File: src/rtl/hd_arbiter.sv
`default_nettype none
// ============================================================================
// Module   : hd_arbiter
// Purpose  : Shares one HD access port between the BIOS loader and the CPU.
//            The BIOS has exclusive access while active; after that the two
//            requesters alternate round-robin.
// Revision : 1.0 - initial release
// ============================================================================
module hd_arbiter #(
  parameter int ADDR_W = 32,
  parameter int DATA_W = 32,
  parameter int HD_LAT = 2
) (
  input  logic              clk,
  input  logic              reset,
  input  logic              bios_active,
  input  logic              req0,
  input  logic              we0,
  input  logic [ADDR_W-1:0] addr0,
  input  logic [DATA_W-1:0] wdata0,
  input  logic              req1,
  input  logic              we1,
  input  logic [ADDR_W-1:0] addr1,
  input  logic [DATA_W-1:0] wdata1,
  output logic              done0,
  output logic              done1,
  output logic [DATA_W-1:0] rdata,
  output logic [1:0]        owner,
  output logic              cpu_stall,
  output logic              hd_en,
  output logic              hd_we,
  output logic [ADDR_W-1:0] hd_addr,
  output logic [DATA_W-1:0] hd_wdata,
  input  logic [DATA_W-1:0] hd_rdata
);

  typedef enum logic [1:0] {
    S_IDLE   = 2'd0,
    S_ACCESS = 2'd1,
    S_DONE   = 2'd2
  } state_t;

  localparam logic [3:0] C_LAT_LOAD = 4'(HD_LAT - 1);
  localparam logic [1:0] C_OWN_NONE = 2'b00;
  localparam logic [1:0] C_OWN_BIOS = 2'b01;
  localparam logic [1:0] C_OWN_CPU  = 2'b10;

  state_t              state_q, state_d;
  logic                last_q, last_d;
  logic [3:0]          cnt_q, cnt_d;
  logic [1:0]          owner_q, owner_d;
  logic                hd_we_q, hd_we_d;
  logic [ADDR_W-1:0]   hd_addr_q, hd_addr_d;
  logic [DATA_W-1:0]   hd_wdata_q, hd_wdata_d;
  logic [DATA_W-1:0]   rdata_q, rdata_d;
  logic                gnt0_w, gnt1_w;

  // On a tie the requester that was not served last wins; last_q resets to 1
  // so the BIOS takes the very first tie.
  assign gnt0_w = req0 & (bios_active | ~req1 | last_q);
  assign gnt1_w = ~bios_active & req1 & (~req0 | ~last_q);

  always_comb begin
    state_d    = state_q;
    last_d     = last_q;
    cnt_d      = cnt_q;
    owner_d    = owner_q;
    hd_we_d    = hd_we_q;
    hd_addr_d  = hd_addr_q;
    hd_wdata_d = hd_wdata_q;
    rdata_d    = rdata_q;
    case (state_q)
      S_IDLE: begin
        owner_d = C_OWN_NONE;
        if (gnt0_w) begin
          state_d    = S_ACCESS;
          last_d     = 1'b0;
          cnt_d      = C_LAT_LOAD;
          owner_d    = C_OWN_BIOS;
          hd_we_d    = we0;
          hd_addr_d  = addr0;
          hd_wdata_d = wdata0;
        end else if (gnt1_w) begin
          state_d    = S_ACCESS;
          last_d     = 1'b1;
          cnt_d      = C_LAT_LOAD;
          owner_d    = C_OWN_CPU;
          hd_we_d    = we1;
          hd_addr_d  = addr1;
          hd_wdata_d = wdata1;
        end
      end
      S_ACCESS: begin
        if (cnt_q == 4'd0) begin
          state_d = S_DONE;
          if (!hd_we_q) rdata_d = hd_rdata;
        end else begin
          cnt_d = cnt_q - 4'd1;
        end
      end
      S_DONE: begin
        state_d = S_IDLE;
        owner_d = C_OWN_NONE;
      end
      default: begin
        state_d = S_IDLE;
        owner_d = C_OWN_NONE;
      end
    endcase
  end

  always_ff @(posedge clk or negedge reset) begin
    if (!reset) begin
      state_q    <= S_IDLE;
      last_q     <= 1'b1;
      cnt_q      <= 4'd0;
      owner_q    <= C_OWN_NONE;
      hd_we_q    <= 1'b0;
      hd_addr_q  <= '0;
      hd_wdata_q <= '0;
      rdata_q    <= '0;
    end else begin
      state_q    <= state_d;
      last_q     <= last_d;
      cnt_q      <= cnt_d;
      owner_q    <= owner_d;
      hd_we_q    <= hd_we_d;
      hd_addr_q  <= hd_addr_d;
      hd_wdata_q <= hd_wdata_d;
      rdata_q    <= rdata_d;
    end
  end

  assign hd_en     = (state_q == S_ACCESS);
  assign done0     = (state_q == S_DONE) && (owner_q == C_OWN_BIOS);
  assign done1     = (state_q == S_DONE) && (owner_q == C_OWN_CPU);
  assign owner     = owner_q;
  assign hd_we     = hd_we_q;
  assign hd_addr   = hd_addr_q;
  assign hd_wdata  = hd_wdata_q;
  assign rdata     = rdata_q;
  assign cpu_stall = req1 & ~done1;

endmodule
`default_nettype wire

File: config.mk
export PLATFORM = sky130hd
export DESIGN_NAME = hd_arbiter
export DESIGN_NICKNAME = d
export VERILOG_FILES = /design/src/rtl/hd_arbiter.sv
export SDC_FILE = /design/constraint.sdc
export NUM_CORES = 1
export LEC_CHECK = 0
export ABC_AREA = 0
export CORE_MARGIN = 4
export CORE_UTILIZATION = 30
export DETAILED_ROUTE_END_ITERATION = 8
export PLACE_DENSITY = 0.73
export SYNTH_ARGS = -nofsm -noshare
export SYNTH_HDL_FRONTEND = slang
export SYNTH_SLANG_ARGS = --single-unit
export TNS_END_PERCENT = 50
File: constraint.sdc
create_clock -name clk -period 1.8 [get_ports clk]
set_clock_uncertainty 0.15 [all_clocks]
set_input_delay 0.45 -clock clk [delete_from_list [all_inputs] [get_ports clk]]
set_output_delay 0.45 -clock clk [all_outputs]
set_load 0.01 [all_outputs]
==> out/qor.yml, run 1 <==
violations: "setup timing"
layout.cells.non_filler: 983
ir_worst_vdd_mv: 0.6365
maxCapViolations: 0
core_area_um2: 15200
finalPower_w: 0.01387
async_reset_ff_share_pct: 100.0
post-place-ws_ns: -0.5476
wl_per_cell_um: 18.27
routed_via_density: 4.783
drive_gt1_share_pct: 20.00
cp-endpoint: "cpu_stall"
n_antenna_cell: 0
finalCriticalPeriod_ns: 2.055
cp.arrival_ns: 1.45
critPathLaunch: "state_q[0]"
clock_path_buffers: 2
grt_max_degree: 55
synth_commonest_cells: "nand2_1 (135), dfrtp_1 (105), nor2_1 (70)"
syn-num-nets: 640
cts_root_buf: "clkbuf_16"
cp-end-kind: "output pin"
cts_buffers: 9
cp_max_fo: 3
synth.largest_area_cell: "dfrtp_1"
rr_endpoint: "rdata[28]"
rsz0062_at_grt: "true"
r2r_start: "state_q[1]"
yosys-top-cells-area: "dfrtp_1 (57%), nand2_1 (11%), a31oi_1 (8.9%), mux2_2 (7.3%), nor2_1 (5.7%)"
clk_pin_slew_ns: 0.07
drc: 0
fin_crit_sh_pct: 114.2
dr.pass1.iters: 4
track_usage_pct: 17.70
gp_congestion: 0.7798
setup_ws_ns: -0.2548
worstRegToRegCells: 7
die_width_um: 132.4
yosys_most_used_dff: "dfrtp_1"
fin_nets: 959
synth_cell_types: 29
drtIter0Drc: 193
grt_pass1_vias: 4442
via_count: 4702
area_growth_pct: 94.82
place_inst: 921
setup_tns_ns: -6.706
cp_data_required_time_ns: 1.20
r2r_setup_slack_ns: -0.14
hold_class: "in2async"
rows: 45
die_area_um2: 17520
synth_cells: 471
power_density_nw_per_um2: 1535
synth.most_common_cell: "nand2_1"
run_status: "finished with violations"
floorplan.initialDensity_pct: 30.52
max_freq_mhz: 486.7
ios: 270
drv_slew: 0
yosysSeqAreaShare_pct: 57.20
cts_tree: "built"
routed_wl_um: 17960
worstMarginPinSlew_ns: 0.3195
place_hpwl_um: 10380
grt_pass1_wl_um: 24460
finalSetupViolations: 87
finalHoldViolCount: 0
crit_type: "reg2out"
overflow: 0
syn_area_um2: 4639
worstSkewPairLatency_ns: 0.35
synth_top_area_share_pct: 56.63
port-buffer-count: 269
post-route-util_pct: 59.46
clock_sinks: 106
synth_warnings: 0
synth_seq_cells: 106
p_leak_nw: 3.986
htreeDepth: 3
synth-edff-count: 0
synth.avg_cell_area_um2: 9.850
postRouteAntennaNets: 0
critPathLaunchType: "flop"
die_h_um: 132.4
slew_headroom_pct: 78.70
antenna_found_initial: 0
-- placed cells by master (no fill, tap or decap), drive strengths merged, types with 3 or more instances in the layout --
master         instances
a21oi                  4
a31oi                 66
buf                   65
clkbuf                18
clkdlybuf4s50        163
dfrtp                105
dlygate4sd2           97
inv                    7
mux2                  32
nand2                135
nor2                  70
nor3                   3
-- worst min-delay path by stage --
stage | endpoint | cells past startpoint | start
3_3_place_gp | rdata[21] | 1 | reset
5_1_grt | rdata[21] | 2 | reset
4_1_cts | rdata[21] | 2 | reset
3_5_place_dp | rdata[21] | 1 | reset
2_1_floorplan | cnt_q[0] | 0 | reset
6_report | rdata[21] | 2 | reset
-- power by group --
group          total (W)  switching (W)  internal (W)
logic            0.00744        0.00326       0.00418
clock network    0.00219       0.000955       0.00124
registers        0.00424       0.000658       0.00359
total             0.0139        0.00488       0.00900
-- flip-flops by register name, indices dropped and copies added, names as in the netlist --
name,cells
last_q,1
cnt_q,4
rdata,32
owner,2
state_q,2
hd_we,1
hd_wdata,32
hd_addr,32
-- area by class of cell --
class                      count  area (µm²)
inverter                       5       21.27
tap                          188       235.2
fill                        1285        6163
multi-input combinational    329        2127
clock inverter                 7       101.3
sequential                   106        2655
clock buffer                   9       225.2
timing repair buffer         339        3674
-- worst max-delay path: stages, from the launching register on --
cell,delay [ns]
dfrtp_2,0.44
nor4bb_4,0.32
buf_4,0.18
nor2b_4,0.05
buf_6,0.11
-- per-stage QoR --
stage	area (µm²)	hold slack, ns
after floorplan	4639	0.004409
final	9039	0.2935
after global routing	9039	0.2774
after detailed placement	7639	0.1057
after CTS	8272	0.2782
after global placement	7639	0.1072
-- kinds of logic (layout without fill, tap and decap cells) --
family | after synthesis | count (layout) | share of synthesized area, %
compound gates | 74 | 75 | 10.01
simple gates | 218 | 218 | 18.80
mux | 34 | 34 | 8.198
buf+inv | 37 | 360 | 5.259
flops | 106 | 106 | 57.20
fa+ha+maj | 2 | 2 | 0.5393
-- per-layer routing --
layer | up-vias | global-route usage (%) | part of all wire [%]
met4 | 0 | 6.120 | 2.0
li1 | 2234 | - | -
met5 | - | 0 | 0
met3 | 27 | 5.153 | 6.4
met1 | 2250 | 21.82 | 42
met2 | 191 | 29.69 | 49
-- timing repair --
item,in CTS,in global routing
cloned,8,14
pin swaps,3,7
setup endpoints to repair,201,103
buffers inserted,12,14
resized for setup,156,81
endpoints found under the hold margin,105,0
hold buffers,1,0
(Power assumes the default switching activity.)
==> run 2, diff against run 1 <==
--- a/config.mk
+++ b/config.mk
@@ -8,6 +8,7 @@
 export ABC_AREA = 0
 export CORE_MARGIN = 4
 export CORE_UTILIZATION = 30
+export CTS_CLUSTER_DIAMETER = 60
 export DETAILED_ROUTE_END_ITERATION = 8
 export PLACE_DENSITY = 0.73
 export SYNTH_ARGS = -nofsm -noshare
==> results of run 2 <==
Final layout, timing and power as in run 1 (identical DEF).
